## src/rtl/dcache_uncached_wbuf_pkg.sv

```systemverilog
// Shared memory-interface types for the uncached-store write buffer:
// buffered entry layout, drain FSM states and fixed AXI encodings.
package dcache_uncached_wbuf_pkg;

    localparam logic [1:0] AXI_BURST_INCR = 2'b01;
    localparam logic [7:0] AXI_LEN_SINGLE = 8'd0;

    typedef struct packed {
        logic [31:0] addr;
        logic [1:0]  size;
        logic [31:0] wdata;
        logic [3:0]  wstrb;
    } uwb_entry_t;

    typedef enum logic [1:0] {
        UWB_IDLE,
        UWB_SEND,
        UWB_RESP
    } uwb_state_e;

endpackage

```

## src/rtl/dcache_uncached_wbuf_if.sv

```systemverilog
// AXI write-only channel bundle (AW, W, B) between the write buffer (master)
// and the crossbar (slave).
interface dcache_uncached_wbuf_if;

    logic        awvalid;
    logic        awready;
    logic [31:0] awaddr;
    logic [2:0]  awsize;
    logic [7:0]  awlen;
    logic [1:0]  awburst;
    logic [3:0]  awid;
    logic        wvalid;
    logic        wready;
    logic [31:0] wdata;
    logic [3:0]  wstrb;
    logic        wlast;
    logic [3:0]  wid;
    logic        bvalid;
    logic        bready;
    logic [3:0]  bid;

    modport master (
        output awvalid, awaddr, awsize, awlen, awburst, awid,
        output wvalid, wdata, wstrb, wlast, wid,
        output bready,
        input  awready, wready, bvalid, bid
    );

    modport slave (
        input  awvalid, awaddr, awsize, awlen, awburst, awid,
        input  wvalid, wdata, wstrb, wlast, wid,
        input  bready,
        output awready, wready, bvalid, bid
    );

endinterface

```

## src/rtl/dcache_uncached_wbuf_fifo.sv

```systemverilog
// Circular store FIFO for the uncached write buffer, with a parallel
// word-address compare across every occupied slot.
module uwb_fifo
    import dcache_uncached_wbuf_pkg::*;
#(
    parameter int DEPTH = 16,
    parameter int CNT_W = $clog2(DEPTH) + 1
) (
    input  logic              clk,
    input  logic              reset,
    input  logic              push,
    input  uwb_entry_t        push_entry,
    input  logic              pop,
    input  logic [31:2]       query_word,
    output uwb_entry_t        head,
    output logic [CNT_W-1:0]  count,
    output logic              full,
    output logic              empty,
    output logic [DEPTH-1:0]  hit_vec
);

    localparam int PTR_W = $clog2(DEPTH);

    uwb_entry_t        mem [DEPTH];
    logic [PTR_W-1:0]  wr_ptr;
    logic [PTR_W-1:0]  rd_ptr;

    always_ff @(posedge clk) begin
        if (reset) begin
            wr_ptr <= '0;
            rd_ptr <= '0;
            count  <= '0;
        end else begin
            if (push) wr_ptr <= wr_ptr + 1'b1;
            if (pop)  rd_ptr <= rd_ptr + 1'b1;
            case ({push, pop})
                2'b10:   count <= count + 1'b1;
                2'b01:   count <= count - 1'b1;
                default: count <= count;
            endcase
        end
    end

    // NOTE: storage has no reset; occupancy is tracked by count, so stale
    // slots are never observed and the array can map onto plain RAM/flops.
    always_ff @(posedge clk) begin
        if (push) mem[wr_ptr] <= push_entry;
    end

    assign head  = mem[rd_ptr];
    assign full  = (count == CNT_W'(DEPTH));
    assign empty = (count == '0);

    // A slot is live when its distance from the head is below the occupancy.
    for (genvar i = 0; i < DEPTH; i++) begin : g_hit
        logic [PTR_W-1:0] offset;
        assign offset     = PTR_W'(i) - rd_ptr;
        assign hit_vec[i] = (CNT_W'(offset) < count) &&
                            (mem[i].addr[31:2] == query_word);
    end

endmodule

```

## src/rtl/dcache_uncached_wbuf.sv

```systemverilog
// Uncached-store write buffer: posts stores into a FIFO and drains them in
// order as single-beat AXI writes; reports word-address hazards to loads.
module dcache_uncached_wbuf
    import dcache_uncached_wbuf_pkg::*;
#(
    parameter int         DEPTH  = 16,
    parameter logic [3:0] AXI_ID = 4'd1,
    parameter int         CNT_W  = $clog2(DEPTH) + 1
) (
    input  logic        clk,
    input  logic        reset,
    input  logic        push_valid,
    output logic        push_ready,
    input  logic [31:0] push_addr,
    input  logic [1:0]  push_size,
    input  logic [31:0] push_wdata,
    input  logic [3:0]  push_wstrb,
    input  logic [31:0] query_addr,
    output logic        query_hit,
    output logic        empty,
    dcache_uncached_wbuf_if.master axi
);

    uwb_state_e        state, state_next;
    logic              aw_done, aw_done_next;
    logic              w_done, w_done_next;
    logic              awvalid_int, wvalid_int, bready_int;
    logic              push_fire, pop;
    logic              fifo_full, fifo_empty;
    logic [CNT_W-1:0]  count;
    logic [DEPTH-1:0]  hit_vec;
    uwb_entry_t        head, push_entry;
    logic              unused_bits;

    assign push_ready = !fifo_full;
    assign push_fire  = push_valid && push_ready;
    assign push_entry = '{addr: push_addr, size: push_size,
                          wdata: push_wdata, wstrb: push_wstrb};

    uwb_fifo #(.DEPTH(DEPTH), .CNT_W(CNT_W)) u_fifo (
        .clk        (clk),
        .reset      (reset),
        .push       (push_fire),
        .push_entry (push_entry),
        .pop        (pop),
        .query_word (query_addr[31:2]),
        .head       (head),
        .count      (count),
        .full       (fifo_full),
        .empty      (fifo_empty),
        .hit_vec    (hit_vec)
    );

    // NOTE: sequential state uses non-blocking assignments so every flop
    // samples pre-edge values regardless of block ordering.
    always_ff @(posedge clk) begin
        if (reset) begin
            state   <= UWB_IDLE;
            aw_done <= 1'b0;
            w_done  <= 1'b0;
        end else begin
            state   <= state_next;
            aw_done <= aw_done_next;
            w_done  <= w_done_next;
        end
    end

    // NOTE: every output of this block is defaulted first so no path through
    // the case statement leaves a variable unassigned (no latch inference).
    always_comb begin
        state_next   = state;
        aw_done_next = aw_done;
        w_done_next  = w_done;
        awvalid_int  = 1'b0;
        wvalid_int   = 1'b0;
        bready_int   = 1'b0;
        pop          = 1'b0;
        case (state)
            UWB_IDLE: begin
                if (!fifo_empty) begin
                    state_next   = UWB_SEND;
                    aw_done_next = 1'b0;
                    w_done_next  = 1'b0;
                end
            end
            UWB_SEND: begin
                // AW and W are independent; each drops once its own beat is taken.
                awvalid_int  = !aw_done;
                wvalid_int   = !w_done;
                aw_done_next = aw_done || (awvalid_int && axi.awready);
                w_done_next  = w_done  || (wvalid_int  && axi.wready);
                if (aw_done_next && w_done_next) state_next = UWB_RESP;
            end
            UWB_RESP: begin
                bready_int = 1'b1;
                if (axi.bvalid) begin
                    pop          = 1'b1;
                    aw_done_next = 1'b0;
                    w_done_next  = 1'b0;
                    state_next   = (count != CNT_W'(1) || push_fire) ? UWB_SEND : UWB_IDLE;
                end
            end
            default: state_next = UWB_IDLE;
        endcase
    end

    assign axi.awvalid = awvalid_int;
    assign axi.awaddr  = head.addr;
    assign axi.awsize  = {1'b0, head.size};
    assign axi.awlen   = AXI_LEN_SINGLE;
    assign axi.awburst = AXI_BURST_INCR;
    assign axi.awid    = AXI_ID;
    assign axi.wvalid  = wvalid_int;
    assign axi.wdata   = head.wdata;
    assign axi.wstrb   = head.wstrb;
    assign axi.wlast   = wvalid_int;
    assign axi.wid     = AXI_ID;
    assign axi.bready  = bready_int;

    assign query_hit = |hit_vec;
    assign empty     = fifo_empty && (state == UWB_IDLE);

    // Responses return in order and byte offsets don't affect hazards.
    assign unused_bits = ^{query_addr[1:0], axi.bid};

endmodule

```

## src/flat_wrapper.sv

```systemverilog
// flat-port wrapper written by rule: the top's interface ports become plain ports
module dcache_uncached_wbuf_flat import dcache_uncached_wbuf_pkg::*;
#(
    parameter int         DEPTH  = 16,
    parameter logic [3:0] AXI_ID = 4'd1,
    parameter int         CNT_W  = $clog2(DEPTH) + 1
)
  (clk, reset, push_valid, push_ready, push_addr, push_size, push_wdata, push_wstrb, query_addr, query_hit, empty, axi_awvalid, axi_awaddr, axi_awsize, axi_awlen, axi_awburst, axi_awid, axi_wvalid, axi_wdata, axi_wstrb, axi_wlast, axi_wid, axi_bready, axi_awready, axi_wready, axi_bvalid, axi_bid);
  dcache_uncached_wbuf_if axi_i ();
  input  logic clk;
  input  logic reset;
  input  logic push_valid;
  output logic push_ready;
  input  logic [31:0] push_addr;
  input  logic [1:0] push_size;
  input  logic [31:0] push_wdata;
  input  logic [3:0] push_wstrb;
  input  logic [31:0] query_addr;
  output logic query_hit;
  output logic empty;
  output wire logic [$bits(axi_i.awvalid)-1:0] axi_awvalid;
  output wire logic [$bits(axi_i.awaddr)-1:0] axi_awaddr;
  output wire logic [$bits(axi_i.awsize)-1:0] axi_awsize;
  output wire logic [$bits(axi_i.awlen)-1:0] axi_awlen;
  output wire logic [$bits(axi_i.awburst)-1:0] axi_awburst;
  output wire logic [$bits(axi_i.awid)-1:0] axi_awid;
  output wire logic [$bits(axi_i.wvalid)-1:0] axi_wvalid;
  output wire logic [$bits(axi_i.wdata)-1:0] axi_wdata;
  output wire logic [$bits(axi_i.wstrb)-1:0] axi_wstrb;
  output wire logic [$bits(axi_i.wlast)-1:0] axi_wlast;
  output wire logic [$bits(axi_i.wid)-1:0] axi_wid;
  output wire logic [$bits(axi_i.bready)-1:0] axi_bready;
  input wire logic [$bits(axi_i.awready)-1:0] axi_awready;
  input wire logic [$bits(axi_i.wready)-1:0] axi_wready;
  input wire logic [$bits(axi_i.bvalid)-1:0] axi_bvalid;
  input wire logic [$bits(axi_i.bid)-1:0] axi_bid;
  assign axi_awvalid = axi_i.awvalid;
  assign axi_awaddr = axi_i.awaddr;
  assign axi_awsize = axi_i.awsize;
  assign axi_awlen = axi_i.awlen;
  assign axi_awburst = axi_i.awburst;
  assign axi_awid = axi_i.awid;
  assign axi_wvalid = axi_i.wvalid;
  assign axi_wdata = axi_i.wdata;
  assign axi_wstrb = axi_i.wstrb;
  assign axi_wlast = axi_i.wlast;
  assign axi_wid = axi_i.wid;
  assign axi_bready = axi_i.bready;
  assign axi_i.awready = axi_awready;
  assign axi_i.wready = axi_wready;
  assign axi_i.bvalid = axi_bvalid;
  assign axi_i.bid = axi_bid;
  dcache_uncached_wbuf #(.DEPTH(DEPTH), .AXI_ID(AXI_ID), .CNT_W(CNT_W)) u_core (.clk(clk), .reset(reset), .push_valid(push_valid), .push_ready(push_ready), .push_addr(push_addr), .push_size(push_size), .push_wdata(push_wdata), .push_wstrb(push_wstrb), .query_addr(query_addr), .query_hit(query_hit), .empty(empty), .axi(axi_i));
endmodule
```

## config.mk

```make
export PLATFORM = sky130hd
export DESIGN_NAME = dcache_uncached_wbuf_flat
export DESIGN_NICKNAME = d
export VERILOG_FILES = /design/src/rtl/dcache_uncached_wbuf_pkg.sv /design/src/rtl/dcache_uncached_wbuf_if.sv /design/src/rtl/dcache_uncached_wbuf_fifo.sv /design/src/rtl/dcache_uncached_wbuf.sv /design/src/flat_wrapper.sv
export SDC_FILE = /design/constraint.sdc
export NUM_CORES = 1
export LEC_CHECK = 0
export CORE_ASPECT_RATIO = 1.75
export CORE_UTILIZATION = 40
export CTS_BUF_LIST = sky130_fd_sc_hd__clkbuf_2
export DETAILED_ROUTE_END_ITERATION = 8
export GPL_TIMING_DRIVEN = 0
export SLEW_MARGIN = 20
export SYNTH_ARGS = -nofsm -noshare
export SYNTH_HDL_FRONTEND = slang
export SYNTH_SLANG_ARGS = --single-unit
```

## constraint.sdc

```tcl
create_clock -name clk -period 6.9 [get_ports clk]
set_input_delay 1.38 -clock clk [delete_from_list [all_inputs] [get_ports clk]]
set_output_delay 1.38 -clock clk [all_outputs]
set_load 0.01 [all_outputs]
```

### Word level (Yosys, flattened, before mapping)

Memories as Yosys holds them, arrays and structs flattened. A register that Yosys moved wholly into a read port is not among the register bits.
Index checks and enable logic that the tools add are counted.

* register bits: 17
* RAM bits: 1120
* input bits: 112
* output and inout bits: 96
* memories: 1

Memory list
* u_core.u_fifo.mem: depth 16, bits a word 70, read ports 17, clocked after memory_dff 1, write ports 1, line dcache_uncached_wbuf_fifo.sv:24 `uwb_entry_t mem [DEPTH];`

* add/subtract/negate cells: 20
* order comparisons: 16
* equal/unequal tests: 25
* mux-type cells: 19
* reduce and logical (&&, ||, !) cells: 34

Operators with widths (number)
* equality test 30 bit: 16
* less-than comparator 4 x 5 -> 1 bit: 16
* subtractor 4 bit (first input constant): 8
* logical AND 1 bit: 21
* OR reduction 16 bit: 1
* subtractor 3 x 4 -> 4 bit (first input constant): 4
* 2-to-1 mux 1 bit: 10
* one-hot mux 5 bit (2 select lines): 1
* adder 4 x 1 -> 4 bit (second input constant): 2
* 2-to-1 mux 4 bit: 2
* subtractor 1 x 4 -> 4 bit (first input constant): 2
* subtractor 2 x 4 -> 4 bit (first input constant): 2
* 2-to-1 mux 2 bit: 3
* one-hot mux 1 bit (3 select lines): 2
* one-hot mux 2 bit (3 select lines): 1
* AND reduction 3 bit: 2
* adder 5 x 1 -> 5 bit (second input constant): 1
* equality test 5 bit (second input constant): 1
* logical NOT 5 bit: 1
* != test 5 x 1 -> 1 bit (second input constant): 1
* subtractor 5 x 1 -> 5 bit (second input constant): 1
* equality test 2 x 1 -> 1 bit (second input constant): 2
* equality test 2 bit (second input constant): 2
* != test 2 bit (second input constant): 2
* other kinds (6): 10

### Depth between registers and ports, before layout

Gate-level depths: netlist of the first run.

* depth after elaboration: 7
* gate-level depth with buffers: 13

### Modules after synthesis

Synthesis of the first run repeated with hierarchy kept, for this count alone.

* cell total of the unflattened synthesis: 2512
* area, all modules: 49835.3 um2

By module, submodules not included
* uwb_fifo: instances 1, cells each 2455, area an instance 49387.4 um2, sequential area each 33972.6 um2
* dcache_uncached_wbuf: instances 1, cells each 57, area an instance 447.9 um2, sequential area each 80.1 um2

### Least setup slack after synthesis of the first run

No wires, ideal clock.

* kind: input-to-reg
* from: in push_valid
* to: mem u_core.u_fifo.mem[3][0] (netlist bit) (enable)
* setup time: 0.584 ns
* data arrival time: 6.681 ns
* slack: -0.365 ns
* cell stages on the path: 4
* path through: and2_1 -> clkbuf_1 -> nand2_1 -> nor3_1

* cells in the longest elaborated chain, start to end: 3

RTL lines
* start, declared: line flat_wrapper.sv:12 `input logic push_valid;`
* logical AND 1 bit: line dcache_uncached_wbuf.sv:36 `assign push_fire = push_valid && push_ready;`
* 2-to-1 mux 1 bit: line dcache_uncached_wbuf_fifo.sv:47 `if (push) mem[wr_ptr] <= push_entry;`
* 2-to-1 mux 1 bit (not written as such): line dcache_uncached_wbuf_fifo.sv:47
* end, declared: line dcache_uncached_wbuf_fifo.sv:24

No other way between the ends.

==> results of run 1 <==
layer usage:
layer | part of all wire (%) | up-vias
met5 | 0.058 | -
met4 | 9.4 | 16
met3 | 6.8 | 454
met2 | 51 | 1515
met1 | 33 | 14800
li1 | - | 11400
critical path, stage by stage, from the launching register on:
cell and delay, ns:
edfxtp_1 0.42, xnor2_1 0.92, nand4_1 0.37, nor4_1 0.67, nand4_1 0.39, o22ai_2 0.27, nor4_1 0.08, o2111ai_1 0.10
or3_1 0.15, clkdlybuf4s50_1 0.54
layout make-up:
class | count | area, sq um | area share [%]
Sequential cell | 1141 | 34100 | 58.4
Antenna cell | 10 | 25.0 | 0.0429
Tap cell | 1643 | 2060 | 3.53
Inverter | 26 | 106 | 0.182
Clock buffer | 384 | 1920 | 3.30
Clock inverter | 74 | 350 | 0.601
Multi-Input combinational cell | 1202 | 15000 | 25.7
Timing Repair Buffer | 256 | 3440 | 5.91
Buffer | 166 | 1350 | 2.32
report_power, final:
group	switching [W]	internal [W]	total (W)
Clock	0.00276	0.00157	0.00433
Combinational	0.000767	0.000467	0.00123
Sequential	0.0000423	0.00769	0.00773
repair_timing:
item	4_1_cts	5_1_grt
endpoints found under the setup margin	23	1
pin swaps	5	3
resized for setup	23	8
buffers inserted	4	3
hold buffers	0	0
endpoints found under the hold margin	0	0
how the worst max path moves through the flow:
stage / startpoint / slack, ns / end
2_1_floorplan: push_valid / 1.51 / u_core.u_fifo.mem[15][0]
3_3_place_gp: push_valid / -4.70 / u_core.u_fifo.mem[12][13]
3_5_place_dp: query_addr[22] / 0.02 / query_hit
4_1_cts: u_core.u_fifo.rd_ptr[1] / 0.0005 / query_hit
5_1_grt: u_core.u_fifo.rd_ptr[1] / -0.08 / query_hit
6_report: u_core.u_fifo.mem[4][43] / -0.03 / query_hit
sequential cells by signal (all words and copies together) (netlist names), named ones only:
| name | count |
|---|---|
| u_core.u_fifo.mem | 1120 |
| u_core.u_fifo.count | 5 |
| u_core.u_fifo.rd_ptr | 4 |
| u_core.u_fifo.wr_ptr | 4 |
| u_core.state | 2 |
| u_core.aw_done | 1 |
| u_core.w_done | 1 |
cells by family after synthesis:
| logic type | Yosys count | share of synthesized area, % |
|---|---|---|
| compound gates | 61 | 0.895 |
| xor+xnor | 499 | 8.73 |
| fa+ha+maj | 44 | 1.10 |
| buf+inv | 193 | 2.87 |
| flops | 1141 | 68.0 |
| mux | 351 | 15.8 |
| other cells | 2 | 0.0150 |
| simple gates | 228 | 2.60 |
through the flow:
| stage | hold slack, ns | setup TNS, ns | area (sq um) | utilization [%] | cells |
|---|---|---|---|---|---|
| 2_1_floorplan | 0.460 | 0 | 50100 | - | 2536 |
| 3_3_place_gp | 0.485 | -4616.35 | 53700 | 43.3 | 4330 |
| 3_5_place_dp | 0.527 | 0 | 55800 | 45.0 | 4428 |
| 4_1_cts | 0.0422 | 0 | 58200 | 46.9 | 4889 |
| 5_1_grt | 0.0269 | -0.145 | 58300 | 47.0 | 4897 |
| 6_report | 0.159 | -0.0288 | 58300 | 47.0 | 4902 |
layout by cell type, fill, tap and decap left out, types with 4 or more instances in the layout:
cell / n
inv_2: 7
xor2_1: 238
mux4_2: 350
a21o_1: 5
nand2b_1: 4
inv_1: 23
nor2_1: 28
buf_8: 48
nor4_4: 5
a21oi_1: 22
xnor2_2: 6
buf_4: 42
nand2_1: 17
a2111o_1: 15
buf_6: 25
nor4_2: 15
clkbuf_2: 400
buf_16: 20
clkinv_1: 50
conb_1: 19
diode_2: 10
nor4_1: 48
clkinv_2: 16
ha_1: 43
nand3_1: 5
nor2_4: 12
xnor2_1: 254
clkdlybuf4s50_1: 151
dfxtp_1: 19
buf_12: 52
buf_2: 32
edfxtp_1: 1120
nand4_1: 78
clkbuf_1: 33
o22ai_1: 7
nor3_4: 4
==> results.toml, run 1 <==
[die]
die-height_microns = 470
die_w_microns = 269
coreArea_sq_mm = 0.124
dieArea_sq_mm = 0.127
rows = 171
start_util_pct = 40.3
io_pins = 208

[global_routing]
grt_use_met1_pct = 32.1
grt_use_total_pct = 30.9
gr-usage-met2_pct = 53.3
grt_use_met3_pct = 6.92
antenna_found_initial = 18
grt_max_degree = 18
grt_pass1_wl_microns = 258000
globalRouteOverflowTotal = 0
busiest_layer = "met2"
grt_pass1_vias = 29600

[timing]
timing.final.crit_share_pct = 100
fin_crit_ns = 6.93
worstMarginPinSlew_ns = 1.28
slew_violations = 0
finalHoldViolCount = 0
clock_skew_ns = 0.139
slew_headroom_pct = 14.3
max_freq_mhz = 144
setup_ws_ns = -0.0288
setup-violations-final = 1

[clocking]
cts_max_path_buffers = 4
tritoncts = "done"
cts_sinks = 1141
root_buffer = "clkbuf_2"
htree_levels = 5
clk_latency_ns = 1.69
cts_inserted_buffers = 285
path_clk_slew_ns = 0.11

[outcome]
outcome = "finished, violations left"
failed_checks = "negative setup slack"

[logic_synthesis]
synthCells = 2519
synthTopCellsByCount = "edfxtp_1, mux4_2, xnor2_1"
synthFlopType = "edfxtp_1"
synth.top_cell.area_share_pct = 67.2
syn_avg_cell_area_sq_um = 19.9
synth-async-reset-ratio_pct = 0
yosysTopAreaCell = "edfxtp_1"
yosysSeqAreaShare_pct = 68.0
synth_area_sq_mm = 0.0501
synth_area_leaders = "edfxtp_1, mux4_2, xnor2_1, xor2_1, ha_1"
ys_types = 44
yosysMostFrequentCell = "edfxtp_1"
ys_ff_latch = 1141
synth-edff-count = 1120
yosysWarnings = 0

[min_path]
hold_class = "in2reg"
hold_path_end = "u_core.u_fifo.wr_ptr[3]"
min-delay-start = "reset"
holdPathStages = 2

[route]
via_count = 28200
drt-total-wl_microns = 195000
post-route-drc-count = 0
drt-initial-drc-count = 2680
final_antenna_net_count = 0
vias_per_cell = 5.76
wire_per_inst_microns = 39.7
detail_route.first_pass.iterations = 6

[place]
finalWeightedCongestion = 1.04
io_buffers = 151
dp_hpwl_microns = 149000
pre_cts_ws_ns = 0.0232

[critical_path]
ff2ff_path_depth = 12
r2r-end = "u_core.u_fifo.mem[0][10]"
cp.required_ns = 5.52
r2r_slack_ns = 3.09
end_kind = "primary output"
cp_max_fo = 2
reg2reg_from = "u_core.u_fifo.count[0]"
start_kind = "flop"
worstSetupPathType = "reg2out"
arrival_ns = 5.55

[cells_and_area]
nets = 3234
final_layout_size_suffix_gt1_share_pct = 32.2
fillCellCount = 10700
syn_to_final_growth_pct = 16.4

[pwr]
ir_drop_mv = 0.155
powerDensity_mw_per_mm2 = 228
power_w = 0.0133
power_leakage_nw = 18.6

[flow_run]
maxCapViolCount = 0
(Power assumes the default switching activity.)
==> inputs of run 2 (changes only) <==
- CTS_CLUSTER_DIAMETER: default -> 40
- GPL_ROUTABILITY_DRIVEN: default -> 0
==> results.toml, run 2 (synthesis results as in run 1) <==
[timing]
slew_headroom_pct = 15.8
setup-violations-final = 1
fin_crit_ns = 6.96
timing.final.crit_share_pct = 101
slew_violations = 0
finalHoldViolCount = 0
clock_skew_ns = 0.177
worstMarginPinSlew_ns = 1.25
setup_ws_ns = -0.0627
max_freq_mhz = 144

[clocking]
cts_max_path_buffers = 4
cts_sinks = 1141
path_clk_slew_ns = 0.10
htree_levels = 5
cts_inserted_buffers = 284
root_buffer = "clkbuf_2"
tritoncts = "done"
clk_latency_ns = 1.75

[critical_path]
critPathSlowestCell = "xnor2_1"
worst-path-stages = 9
end_kind = "primary output"
critPathMostFrequentCell = "nand4_1"
path_buf_inv = 1
path_cells = "xnor2_1, nand4_1, nor4_1, nand4_1, nor2_1, a2111oi_0, o2111ai_1, or3_1, clkdlybuf4s50_1"
cp_max_fo = 2
arrival_ns = 5.58
worstSetupPathType = "reg2out"
cpPeakStageDelay_ns = 1.00
crit_family = "simple AND/OR/NAND/NOR gates"
start_kind = "flop"
ff2ff_path_depth = 10
cp.required_ns = 5.52

[global_routing]
grt_pass1_vias = 29900
grt_max_degree = 18
grt_pass1_wl_microns = 250000
globalRouteOverflowTotal = 0
grt_use_total_pct = 29.5
antenna_found_initial = 23

[outcome]
failed_checks = "negative setup slack"
outcome = "finished, violations left"

[route]
wire_per_inst_microns = 37.9
final_antenna_net_count = 0
vias_per_cell = 5.88
post-route-drc-count = 0
drt-initial-drc-count = 3406
drt-total-wl_microns = 186000
detail_route.first_pass.iterations = 8
via_count = 28800

[cells_and_area]
fin_cells = 4900
most-common-layout-cells = "edfxtp_1, clkbuf_2, mux4_2"
layout_commonest_cell = "edfxtp_1"
fillCellCount = 10700
syn_to_final_growth_pct = 16.5
reg_top3 = "u_core.u_fifo.mem (1120), u_core.u_fifo.count (5)"
final_layout_size_suffix_gt1_share_pct = 31.9
largest_register_ffs = 1120
seqCellArea_sq_mm = 0.0341
top_register = "u_core.u_fifo.mem"
nets = 3224
multi_input_area_sq_mm = 0.0149

[flow_run]
maxCapViolCount = 0

[pwr]
ir_drop_mv = 0.167
power_w = 0.0134
power_leakage_nw = 18.6
powerDensity_mw_per_mm2 = 229

[die]
dieArea_sq_mm = 0.127
rows = 171
die-height_microns = 470
io_pins = 208
coreArea_sq_mm = 0.124
start_util_pct = 40.3
die_w_microns = 269

[place]
io_buffers = 151
dp_hpwl_microns = 133000
dp.cells = 4422

[min_path]
holdPathStages = 3
hold_class = "in2reg"
==> run 2: worst register-to-register path: cells and delay by family (launching register included) <==
family / cells / cell delay (ns)
DFF: 1 / 0.54
adders and majority gates: 1 / 0.27
buffers and inverters: 5 / 1.27
and+or+nand+nor: 4 / 1.37
==> run 2: timing repair <==
item / in CTS / in global routing
cloned: 0 / 0
resized for setup: 12 / 19
buffers inserted: 0 / 0
pin swaps: 0 / 3
setup endpoints to repair: 26 / 13
hold buffers: 1 / 0
endpoints found under the hold margin: 1 / 0
==> run 2: final timing paths <==
kind / to / slack [ns] / from
max: query_hit / -0.06 / u_core.u_fifo.mem[15][41]
min: u_core.w_done / 0.40 / axi_wready
max reg2reg: u_core.u_fifo.mem[3][52] / 3.12 / u_core.u_fifo.count[0]
min reg2reg: u_core.aw_done / 0.54 / u_core.aw_done
==> run 2: report_power, final <==
group	internal, W	total (W)	switching, W
Clock	0.00165	0.00440	0.00274
Sequential	0.00769	0.00773	0.0000422
Combinational	0.000468	0.00122	0.000756
Total	0.00981	0.0134	0.00354
==> run 2: layout make-up <==
cell class / count / area share [%]
flip-flops and latches: 1141 / 58.4
multi-input cells: 1202 / 25.6
repair buffers: 247 / 5.91
well taps: 1643 / 3.52
clock buffers: 387 / 3.32
plain buffers: 166 / 2.33
clock inverters: 74 / 0.686
inverters: 26 / 0.176
diodes: 14 / 0.0601
==> run 2: layer usage <==
| layer | part of all wire, % | global-route usage, % | vias to the layer above |
|---|---|---|---|
| met5 | 0.089 | 0 | - |
| met4 | 10 | 25.6 | 26 |
| met3 | 9.7 | 10.1 | 597 |
| met2 | 47 | 46.5 | 1882 |
| met1 | 33 | 31.7 | 14900 |
| li1 | - | - | 11400 |
==> run 2: metrics by stage <==
stage                     hold slack, ns  worst slack [ns]  utilization (%)  setup TNS [ns]  area [sq um]
final                              0.402           -0.0627             47.0         -0.0627         58300
after global routing               0.221           -0.0950             47.0           -1.53         58300
after CTS                          0.246           0.00380             46.8               0         58100
after global placement             0.490             -4.46             43.3        -4437.09         53700
after detailed placement           0.502             0.617             44.9               0         55700
after floorplan                    0.460              1.51                -               0         50100
